File: src/rtl/sbox_fwd_subword.sv
// Serial forward AES S-box unit: one 32-bit word in, optional RotWord, four bytes substituted
// one per cycle through a single bit-level S-box netlist. Optional macro: SBOX_FWD_PIPE_EN.
module sbox_fwd_subword (
    input  logic        clk,
    input  logic        rst_n,
    input  logic        in_valid,
    output logic        in_ready,
    input  logic [31:0] in_data,
    input  logic        rot_en,
    output logic        out_valid,
    input  logic        out_ready,
    output logic [31:0] out_data
);

    typedef enum logic [1:0] {IDLE, SUB, DONE} state_t;

    // Top-linear-layer signals that the nonlinear middle layer consumes; d is input bit u7.
    typedef struct packed {
        logic d,   t1,  t2,  t3,  t4,  t6,  t8,  t9,  t10, t13, t14;
        logic t15, t16, t17, t19, t20, t22, t23, t24, t25, t26, t27;
    } top_t;

    function automatic top_t sbox_top(input logic [7:0] b);
        logic [0:7]  u;
        logic [1:27] t;
        top_t        r;
        // NOTE: blocking assignments are correct here; function locals are evaluated in order.
        u     = b;
        t[1]  = u[0] ^ u[3];   t[2]  = u[0] ^ u[5];   t[3]  = u[0] ^ u[6];
        t[4]  = u[3] ^ u[5];   t[5]  = u[4] ^ u[6];   t[6]  = t[1] ^ t[5];
        t[7]  = u[1] ^ u[2];   t[8]  = u[7] ^ t[6];   t[9]  = u[7] ^ t[7];
        t[10] = t[6] ^ t[7];   t[11] = u[1] ^ u[5];   t[12] = u[2] ^ u[5];
        t[13] = t[3] ^ t[4];   t[14] = t[6] ^ t[11];  t[15] = t[5] ^ t[11];
        t[16] = t[5] ^ t[12];  t[17] = t[9] ^ t[16];  t[18] = u[3] ^ u[7];
        t[19] = t[7] ^ t[18];  t[20] = t[1] ^ t[19];  t[21] = u[6] ^ u[7];
        t[22] = t[7] ^ t[21];  t[23] = t[2] ^ t[22];  t[24] = t[2] ^ t[10];
        t[25] = t[20] ^ t[17]; t[26] = t[3] ^ t[16];  t[27] = t[1] ^ t[12];
        r = '{d: u[7], t1: t[1], t2: t[2], t3: t[3], t4: t[4], t6: t[6], t8: t[8],
              t9: t[9], t10: t[10], t13: t[13], t14: t[14], t15: t[15], t16: t[16],
              t17: t[17], t19: t[19], t20: t[20], t22: t[22], t23: t[23], t24: t[24],
              t25: t[25], t26: t[26], t27: t[27]};
        return r;
    endfunction

    function automatic logic [7:0] sbox_bottom(input top_t t);
        logic [1:63] m;
        logic [0:29] l;
        logic [0:7]  s;
        m[1]  = t.t13 & t.t6;   m[2]  = t.t23 & t.t8;   m[3]  = t.t14 ^ m[1];
        m[4]  = t.t19 & t.d;    m[5]  = m[4] ^ m[1];    m[6]  = t.t3 & t.t16;
        m[7]  = t.t22 & t.t9;   m[8]  = t.t26 ^ m[6];   m[9]  = t.t20 & t.t17;
        m[10] = m[9] ^ m[6];    m[11] = t.t1 & t.t15;   m[12] = t.t4 & t.t27;
        m[13] = m[12] ^ m[11];  m[14] = t.t2 & t.t10;   m[15] = m[14] ^ m[11];
        m[16] = m[3] ^ m[2];    m[17] = m[5] ^ t.t24;   m[18] = m[8] ^ m[7];
        m[19] = m[10] ^ m[15];  m[20] = m[16] ^ m[13];  m[21] = m[17] ^ m[15];
        m[22] = m[18] ^ m[13];  m[23] = m[19] ^ t.t25;
        // GF(2^4) inversion core
        m[24] = m[22] ^ m[23];  m[25] = m[22] & m[20];  m[26] = m[21] ^ m[25];
        m[27] = m[20] ^ m[21];  m[28] = m[23] ^ m[25];  m[29] = m[28] & m[27];
        m[30] = m[26] & m[24];  m[31] = m[20] & m[23];  m[32] = m[27] & m[31];
        m[33] = m[27] ^ m[25];  m[34] = m[21] & m[22];  m[35] = m[24] & m[34];
        m[36] = m[24] ^ m[25];  m[37] = m[21] ^ m[29];  m[38] = m[32] ^ m[33];
        m[39] = m[23] ^ m[30];  m[40] = m[35] ^ m[36];  m[41] = m[38] ^ m[40];
        m[42] = m[37] ^ m[39];  m[43] = m[37] ^ m[38];  m[44] = m[39] ^ m[40];
        m[45] = m[42] ^ m[41];
        m[46] = m[44] & t.t6;   m[47] = m[40] & t.t8;   m[48] = m[39] & t.d;
        m[49] = m[43] & t.t16;  m[50] = m[38] & t.t9;   m[51] = m[37] & t.t17;
        m[52] = m[42] & t.t15;  m[53] = m[45] & t.t27;  m[54] = m[41] & t.t10;
        m[55] = m[44] & t.t13;  m[56] = m[40] & t.t23;  m[57] = m[39] & t.t19;
        m[58] = m[43] & t.t3;   m[59] = m[38] & t.t22;  m[60] = m[37] & t.t20;
        m[61] = m[42] & t.t1;   m[62] = m[45] & t.t4;   m[63] = m[41] & t.t2;
        // bottom linear layer, affine constant folded into the XNORs
        l[0]  = m[61] ^ m[62];  l[1]  = m[50] ^ m[56];  l[2]  = m[46] ^ m[48];
        l[3]  = m[47] ^ m[55];  l[4]  = m[54] ^ m[58];  l[5]  = m[49] ^ m[61];
        l[6]  = m[62] ^ l[5];   l[7]  = m[46] ^ l[3];   l[8]  = m[51] ^ m[59];
        l[9]  = m[52] ^ m[53];  l[10] = m[53] ^ l[4];   l[11] = m[60] ^ l[2];
        l[12] = m[48] ^ m[51];  l[13] = m[50] ^ l[0];   l[14] = m[52] ^ m[61];
        l[15] = m[55] ^ l[1];   l[16] = m[56] ^ l[0];   l[17] = m[57] ^ l[1];
        l[18] = m[58] ^ l[8];   l[19] = m[63] ^ l[4];   l[20] = l[0] ^ l[1];
        l[21] = l[1] ^ l[7];    l[22] = l[3] ^ l[12];   l[23] = l[18] ^ l[2];
        l[24] = l[15] ^ l[9];   l[25] = l[6] ^ l[10];   l[26] = l[7] ^ l[9];
        l[27] = l[8] ^ l[10];   l[28] = l[11] ^ l[14];  l[29] = l[11] ^ l[17];
        s[0] = l[6] ^ l[24];    s[1] = ~(l[16] ^ l[26]);
        s[2] = ~(l[19] ^ l[28]); s[3] = l[6] ^ l[21];
        s[4] = l[20] ^ l[22];   s[5] = l[25] ^ l[29];
        s[6] = ~(l[13] ^ l[27]); s[7] = ~(l[6] ^ l[23]);
        return s;
    endfunction

    state_t      state;
    logic [1:0]  idx;
    logic [31:0] word_reg;
    logic [31:0] result_reg;
    logic [31:0] result_next;
    logic [7:0]  sbox_in;
    logic [7:0]  sbox_out;
    logic [1:0]  wr_slot;
    logic        wr_en;
    top_t        top_lin;

    always_comb begin
        case (idx)
            2'd0:    sbox_in = word_reg[31:24];
            2'd1:    sbox_in = word_reg[23:16];
            2'd2:    sbox_in = word_reg[15:8];
            default: sbox_in = word_reg[7:0];
        endcase
    end

    assign top_lin = sbox_top(sbox_in);

`ifdef SBOX_FWD_PIPE_EN
    top_t       top_q;
    logic       stage_valid;
    logic [1:0] stage_slot;
    logic       issue_done;

    // NOTE: pure datapath stage with no reset; stage_valid qualifies its contents.
    always_ff @(posedge clk) begin
        top_q <= top_lin;
    end

    assign sbox_out = sbox_bottom(top_q);
    assign wr_slot  = stage_slot;
    assign wr_en    = (state == SUB) && stage_valid;
`else
    assign sbox_out = sbox_bottom(top_lin);
    assign wr_slot  = idx;
    assign wr_en    = (state == SUB);
`endif

    always_comb begin
        result_next = result_reg;
        case (wr_slot)
            2'd0:    result_next[31:24] = sbox_out;
            2'd1:    result_next[23:16] = sbox_out;
            2'd2:    result_next[15:8]  = sbox_out;
            default: result_next[7:0]   = sbox_out;
        endcase
    end

    always_ff @(posedge clk) begin
        if (!rst_n) begin
            state      <= IDLE;
            idx        <= 2'd0;
            word_reg   <= 32'h0;
            result_reg <= 32'h0;
`ifdef SBOX_FWD_PIPE_EN
            stage_valid <= 1'b0;
            stage_slot  <= 2'd0;
            issue_done  <= 1'b0;
`endif
        end else begin
            if (wr_en) result_reg <= result_next;
            case (state)
                IDLE: begin
                    if (in_valid) begin
                        word_reg <= rot_en ? {in_data[23:0], in_data[31:24]} : in_data;
                        idx      <= 2'd0;
                        state    <= SUB;
`ifdef SBOX_FWD_PIPE_EN
                        stage_valid <= 1'b0;
                        issue_done  <= 1'b0;
`endif
                    end
                end
                SUB: begin
`ifdef SBOX_FWD_PIPE_EN
                    if (!issue_done) begin
                        idx        <= idx + 2'd1;
                        issue_done <= (idx == 2'd3);
                    end
                    stage_valid <= !issue_done;
                    stage_slot  <= idx;
                    if (stage_valid && stage_slot == 2'd3) state <= DONE;
`else
                    idx <= idx + 2'd1;
                    if (idx == 2'd3) state <= DONE;
`endif
                end
                DONE: begin
                    if (out_ready) state <= IDLE;
                end
                default: state <= IDLE;
            endcase
        end
    end

    assign in_ready  = (state == IDLE);
    assign out_valid = (state == DONE);
    assign out_data  = result_reg;

endmodule

File: config.mk
export PLATFORM = sky130hd
export DESIGN_NAME = sbox_fwd_subword
export DESIGN_NICKNAME = d
export VERILOG_FILES = /design/src/rtl/sbox_fwd_subword.sv
export SDC_FILE = /design/constraint.sdc
export NUM_CORES = 1
export LEC_CHECK = 0
export CORE_UTILIZATION = 50
export CTS_CLUSTER_SIZE = 24
export DETAILED_ROUTE_END_ITERATION = 6
export PLACE_DENSITY = 0.85
export SLEW_MARGIN = 20
export SYNTH_ARGS = -nofsm -noshare
export SYNTH_HDL_FRONTEND = slang
export SYNTH_SLANG_ARGS = --single-unit
export TNS_END_PERCENT = 1
File: constraint.sdc
create_clock -name clk -period 7.2 [get_ports clk]
set_input_delay 0.72 -clock clk [delete_from_list [all_inputs] [get_ports clk]]
set_output_delay 0.72 -clock clk [all_outputs]
set_load 0.03 [all_outputs]
==> results_dict.tcl, run 1 <==
set metrics [dict create \
    syn_area_per_cell_sq_um 8.49 \
    synthDistinctLibCells 73 \
    yosys_register_bits 68 \
    grt_pass1_vias 4418 \
    worstMarginPinSlew_ps 1040 \
    start_kind "flop" \
    path_delay_family "compound AO/OA/AOI/OAI gates" \
    n_antenna_cell 0 \
    seq_area_frac_synth_pct 26.6 \
    ctsHoldBuffers 0 \
    max_slew_margin_pct 30.4 \
    gp_congestion 0.924 \
    max_freq_mhz 154 \
    cts_sinks 68 \
    clk_pin_slew_ps 70 \
    fin_tns_setup_ps 0 \
    cpMostUsedCell "xnor2_1" \
    grt.total_usage_pct 25.7 \
    path_cells "inv_1 -> ha_1 -> a222oi_1 -> xnor2_1 -> o21ai_0 -> xnor2_1 -> xnor2_1 -> ha_1 -> xor2_1 -> and3_1 -> o211a_1 -> nor2_1 -> o21ai_0 -> o221ai_1 -> a21oi_1 -> a21oi_4 -> xor3_1 -> xor2_1 -> o21ai_1" \
    ys_warn_count 0 \
    cts_buffers 9 \
    routed_wl_um 13200 \
    max_stage_delay_ps 870 \
    cts_root_buffer "clkbuf_8" \
    setup_viol_count_final 0 \
    cts_tree "built" \
    pin_count 71 \
    syn_area_sq_um 5110 \
    max-cap-violations 0 \
    dieArea_sq_um 10600 \
    postLayoutCoreUtil_pct 61.1 \
    post-cts-setup-buffers 0 \
    seqCellArea_sq_um 1360 \
    cp_max_fo 11 \
    rows 36 \
    worstPathArrival_ps 6720 \
    die_x_um 103 \
    antenna_left 0 \
    layout_common_cells "nor2_1 (97), clkdlybuf4s50_1 (69), dfxtp_1 (68)" \
    antenna_found_initial 0 \
    crit_required_ps 7410 \
    finalCritPeriodShare_pct 90.4 \
    htree_num_levels 3 \
    dpl.hpwl_um 9870 \
    areaGrowthSynthToFinish_pct 17.4 \
    synthArstFlopShare_pct 0 \
    place_ws_ps 835 \
    worstSetupPathType "reg -> reg" \
    final_common_cell "nor2_1" \
    dr.pass1.iters 7 \
    status "completed" \
    dieHeight_um 103 \
    drc 0 \
    crit_buf_inv 1 \
    nFillCells 856 \
    multi_input_area_sq_um 3520 \
    syn_inst 602 \
    route.vias.total 4776 \
    drt-vias-per-instance 6.08 \
    rsz0062_at_grt "no" \
    crit_slowest_cell "a222oi_1" \
    grt_max_degree 65 \
    fin_ws_ps 690 \
    drive_gt1_share_pct 9.82 \
    nets 691 \
    insertion_delay_ps 330 \
    synth_flop_cell "dfxtp_1" \
    start_util_pct 52.1 \
    drt_iter0_markers 276 \
    clock_skew_ps 10.8 \
    finalHoldViolations 0 \
    final-max-slew-violation-count 0 \
    coreArea_sq_um 9820 \
    critPathCaptureType "flop" \
    cts-resized-gates 0 \
    clockBufferDepth 2 \
    hp-class "reg -> reg" \
    grt_remaining_overflow 0 \
    portBuffers 70 \
    finalCriticalPeriod_ps 6510 \
    wire_per_inst_um 16.8 \
    synthesis.nets 646 \
    grt_pass1_wl_um 21400 \
    synth_edf_count 0 \
]
[synthesized netlist by cell type (3+ instances only)]
cell | n | share of area, %
o21ai_4 | 3 | 0.95
a211oi_1 | 41 | 6.0
o211a_1 | 5 | 0.98
buf_1 | 3 | 0.22
nand4_1 | 3 | 0.37
and2_1 | 9 | 1.1
a22oi_1 | 3 | 0.44
ha_1 | 7 | 1.7
nor2_1 | 97 | 7.1
buf_6 | 5 | 1.1
nor3_1 | 7 | 0.69
o21ai_2 | 3 | 0.51
mux2i_1 | 48 | 9.4
inv_1 | 7 | 0.51
o21ai_0 | 27 | 2.6
nand3_1 | 26 | 2.5
clkbuf_1 | 24 | 1.8
mux2_2 | 3 | 0.66
o22ai_1 | 4 | 0.49
o221ai_1 | 3 | 0.51
a222oi_1 | 8 | 1.6
xnor2_1 | 33 | 5.7
o31ai_1 | 3 | 0.44
nand2_1 | 42 | 3.1
xor2_1 | 16 | 2.7
dfxtp_1 | 68 | 27
a21oi_1 | 17 | 1.7
a31oi_1 | 4 | 0.49
o21ai_1 | 8 | 0.78
o211ai_1 | 5 | 0.73
xnor2_2 | 8 | 2.5
o21a_1 | 5 | 0.73
buf_2 | 7 | 0.69
[worst paths after layout]
check        slack (ps)         start  cells past startpoint            to
max                 690        idx[0]                     19  out_data[17]
min                 470  out_data[25]                      2  out_data[25]
max reg2reg         690        idx[0]                     19  out_data[17]
min reg2reg         470  out_data[25]                      2  out_data[25]
[worst register-to-register path, stage by stage (launching register included)]
cell and delay [ps]:
dfxtp_1 440, inv_1 90, ha_1 350, a222oi_1 870, xnor2_1 210, o21ai_0 520, xnor2_1 240, xnor2_1 400
ha_1 330, xor2_1 170, and3_1 260, o211a_1 300, nor2_1 600, o21ai_0 160, o221ai_1 180, a21oi_1 130
a21oi_4 200, xor3_1 450, xor2_1 340, o21ai_1 130
[final cells by class]
type                       count  share of cell area [%]
inverter                       8                   0.501
tap                          133                    2.77
clock buffer                  12                    2.42
multi-input combinational    486                    58.7
sequential                    68                    22.7
timing repair buffer          74                    12.1
clock inverter                 4                   0.813
[stage by stage]
| stage | std cells | hold slack [ps] | instance area (sq um) |
|---|---|---|---|
| floorplan | 602 | 456 | 5110 |
| global placement | 769 | 449 | 5810 |
| finish | 785 | 465 | 6000 |
| CTS | 785 | 466 | 6000 |
| global route | 785 | 493 | 6000 |
| detailed placement | 769 | 456 | 5810 |
[cells by family after synthesis]
group	after synthesis	share of synthesized area, %
AO/OA/AOI/OAI	160	23.8
XOR/XNOR	66	15.0
adder cells (fa/ha/maj)	7	1.71
buffers and inverters	48	4.50
flip-flops	68	26.6
multiplexers	52	10.5
AND/OR/NAND/NOR	201	17.9
[layer usage]
| layer | track usage, % | wire length, um | vias to the layer above |
|---|---|---|---|
| li1 | - | - | 2268 |
| met1 | 33.9 | 5590 | 2233 |
| met2 | 43.1 | 6260 | 239 |
| met3 | 3.66 | 1070 | 36 |
| met4 | 8.78 | 299 | 0 |
| met5 | 0 | 0 | - |
Power of run 1 is left out: the tool's default activity adds up to more than one toggle a clock period on the data nets, which glitch-free logic cannot reach.
==> run 2, diff against run 1 <==
--- a/config.mk
+++ b/config.mk
@@ -5,10 +5,14 @@
 export SDC_FILE = /design/constraint.sdc
 export NUM_CORES = 1
 export LEC_CHECK = 0
-export CORE_UTILIZATION = 50
+export CELL_PAD_IN_SITES_DETAIL_PLACEMENT = 1
+export CELL_PAD_IN_SITES_GLOBAL_PLACEMENT = 2
+export CORE_MARGIN = 1
+export CORE_UTILIZATION = 34
 export CTS_CLUSTER_SIZE = 24
 export DETAILED_ROUTE_END_ITERATION = 6
-export PLACE_DENSITY = 0.85
+export PLACE_DENSITY = 0.93
+export RECOVER_POWER = 50
 export SLEW_MARGIN = 20
 export SYNTH_ARGS = -nofsm -noshare
 export SYNTH_HDL_FRONTEND = slang
==> results_dict.tcl, run 2 (same netlist as run 1, synthesis figures left out) <==
set metrics [dict create \
    grt_pass1_vias 4969 \
    grt_pass1_wl_um 25900 \
    cts_tree "built" \
    worstMarginPinSlew_ps 1790 \
    finalCritPeriodShare_pct 91.2 \
    max_slew_margin_pct -19.1 \
    post-cts-setup-buffers 0 \
    wire_per_inst_um 19.0 \
    whs_path_depth 2 \
    dieArea_sq_um 15500 \
    worstSetupPathType "reg -> reg" \
    clockBufferDepth 2 \
    layout_common_cells "nor2_1 (97), dfxtp_1 (68), mux2i_1 (48)" \
    drc 0 \
    drive_gt1_share_pct 9.95 \
    violations "capacitance limit, slew limit" \
    final_common_cell "nor2_1" \
    placed_area_sq_um 5870 \
    coreArea_sq_um 14600 \
    rsz0062_at_grt "no" \
    areaGrowthSynthToFinish_pct 21.3 \
    cp_max_fo 11 \
    cts_sinks 68 \
    worstPathArrival_ps 6760 \
    nets 692 \
    drt-vias-per-instance 5.69 \
    design_area_sq_um 6200 \
    start_kind "flop" \
    antenna_found_initial 0 \
    cts_buffers 9 \
    route.vias.total 4760 \
    max-cap-violations 1 \
    gp_congestion 0.874 \
    status "finished, violations left" \
    dieHeight_um 125 \
    clk_pin_slew_ps 60 \
    finalCriticalPeriod_ps 6560 \
    finalHoldViolations 0 \
    crit_required_ps 7400 \
    hp-class "reg -> reg" \
    die_x_um 125 \
    pin_count 71 \
    dr.pass1.iters 5 \
    n_antenna_cell 0 \
    r2r_setup_slack_ps 640 \
    grt.total_usage_pct 20.6 \
    clock_skew_ps 10.4 \
    insertion_delay_ps 330 \
    htree_num_levels 3 \
    rows 44 \
    routed_wl_um 15900 \
    fin_tns_setup_ps 0 \
    final-max-slew-violation-count 41 \
    grt_max_degree 65 \
    portBuffers 70 \
    rr_worst_depth 19 \
    antenna_left 0 \
    place_ws_ps 690 \
    start_util_pct 35.0 \
    ctsHoldBuffers 0 \
    critPathCaptureType "flop" \
    max_freq_mhz 152 \
    fin_ws_ps 637 \
    dpl.hpwl_um 12000 \
    cts_root_buffer "clkbuf_16" \
    setup_viol_count_final 0 \
    drt_iter0_markers 312 \
    cts-resized-gates 0 \
    grt_remaining_overflow 0 \
]
==> run 2: cell types whose count changed in the layout (fill, tap and decap cells not counted), sizes merged <==
cell	previous run	this run
clkinv	4	3
clkbuf	12	14
clkdlybuf4s50	69	34
dlygate4sd3	0	35
==> run 2: routing by layer <==
layer,vias to the layer above,track usage [%],part of all wire [%]
met5,-,0,0
met4,0,7.37,1.2
met3,18,2.45,3.4
met2,122,36.4,51
met1,2352,25.4,45
li1,2268,-,-
==> run 2: final cells by class <==
cell class / instances / area [sq um]
clock buffers: 13 / 270
clock inverters: 3 / 43.8
fillers: 1694 / 8390
inverters: 8 / 30.0
multi-input cells: 486 / 3520
flip-flops and latches: 68 / 1360
well taps: 184 / 230
repair buffers: 75 / 742
==> run 2: critical path: stages (launching register included) <==
cell      delay (ps)
dfxtp_1          430
inv_1            110
ha_1             360
a222oi_1         830
xnor2_1          220
o21ai_0          420
xnor2_1          210
xnor2_1          420
ha_1             330
xor2_1           170
and3_1           270
o211a_1          320
nor2_1           620
o21ai_0          170
o221ai_1         190
a21oi_1          130
a21oi_4          210
xor3_1           470
xor2_1           380
o21ai_1          150
==> run 2: through the flow <==
step	utilization, %	hold slack, ps	std cells
finish	42.5	459	837
global route	42.5	487	837
CTS	42.4	470	836
detailed placement	40.2	459	820
global placement	40.2	450	820
floorplan	-	456	602
==> run 2: final timing paths <==
check | to | from
worst max-delay path | out_data[1] | idx[0]
worst max register to register | out_data[1] | idx[0]
worst min register to register | out_data[11] | out_data[11]
worst min-delay path | out_data[11] | out_data[11]
Power of run 2 is left out for the same reason.
==> run 3, diff against run 2 <==
--- a/config.mk
+++ b/config.mk
@@ -13,6 +13,7 @@
 export DETAILED_ROUTE_END_ITERATION = 6
 export PLACE_DENSITY = 0.93
 export RECOVER_POWER = 50
+export SKIP_CTS_REPAIR_TIMING = 1
 export SLEW_MARGIN = 20
 export SYNTH_ARGS = -nofsm -noshare
 export SYNTH_HDL_FRONTEND = slang
==> results of run 3 <==
No change in the layout: final DEF, timing and power equal those of run 2.
Power of run 3 is left out for the same reason.
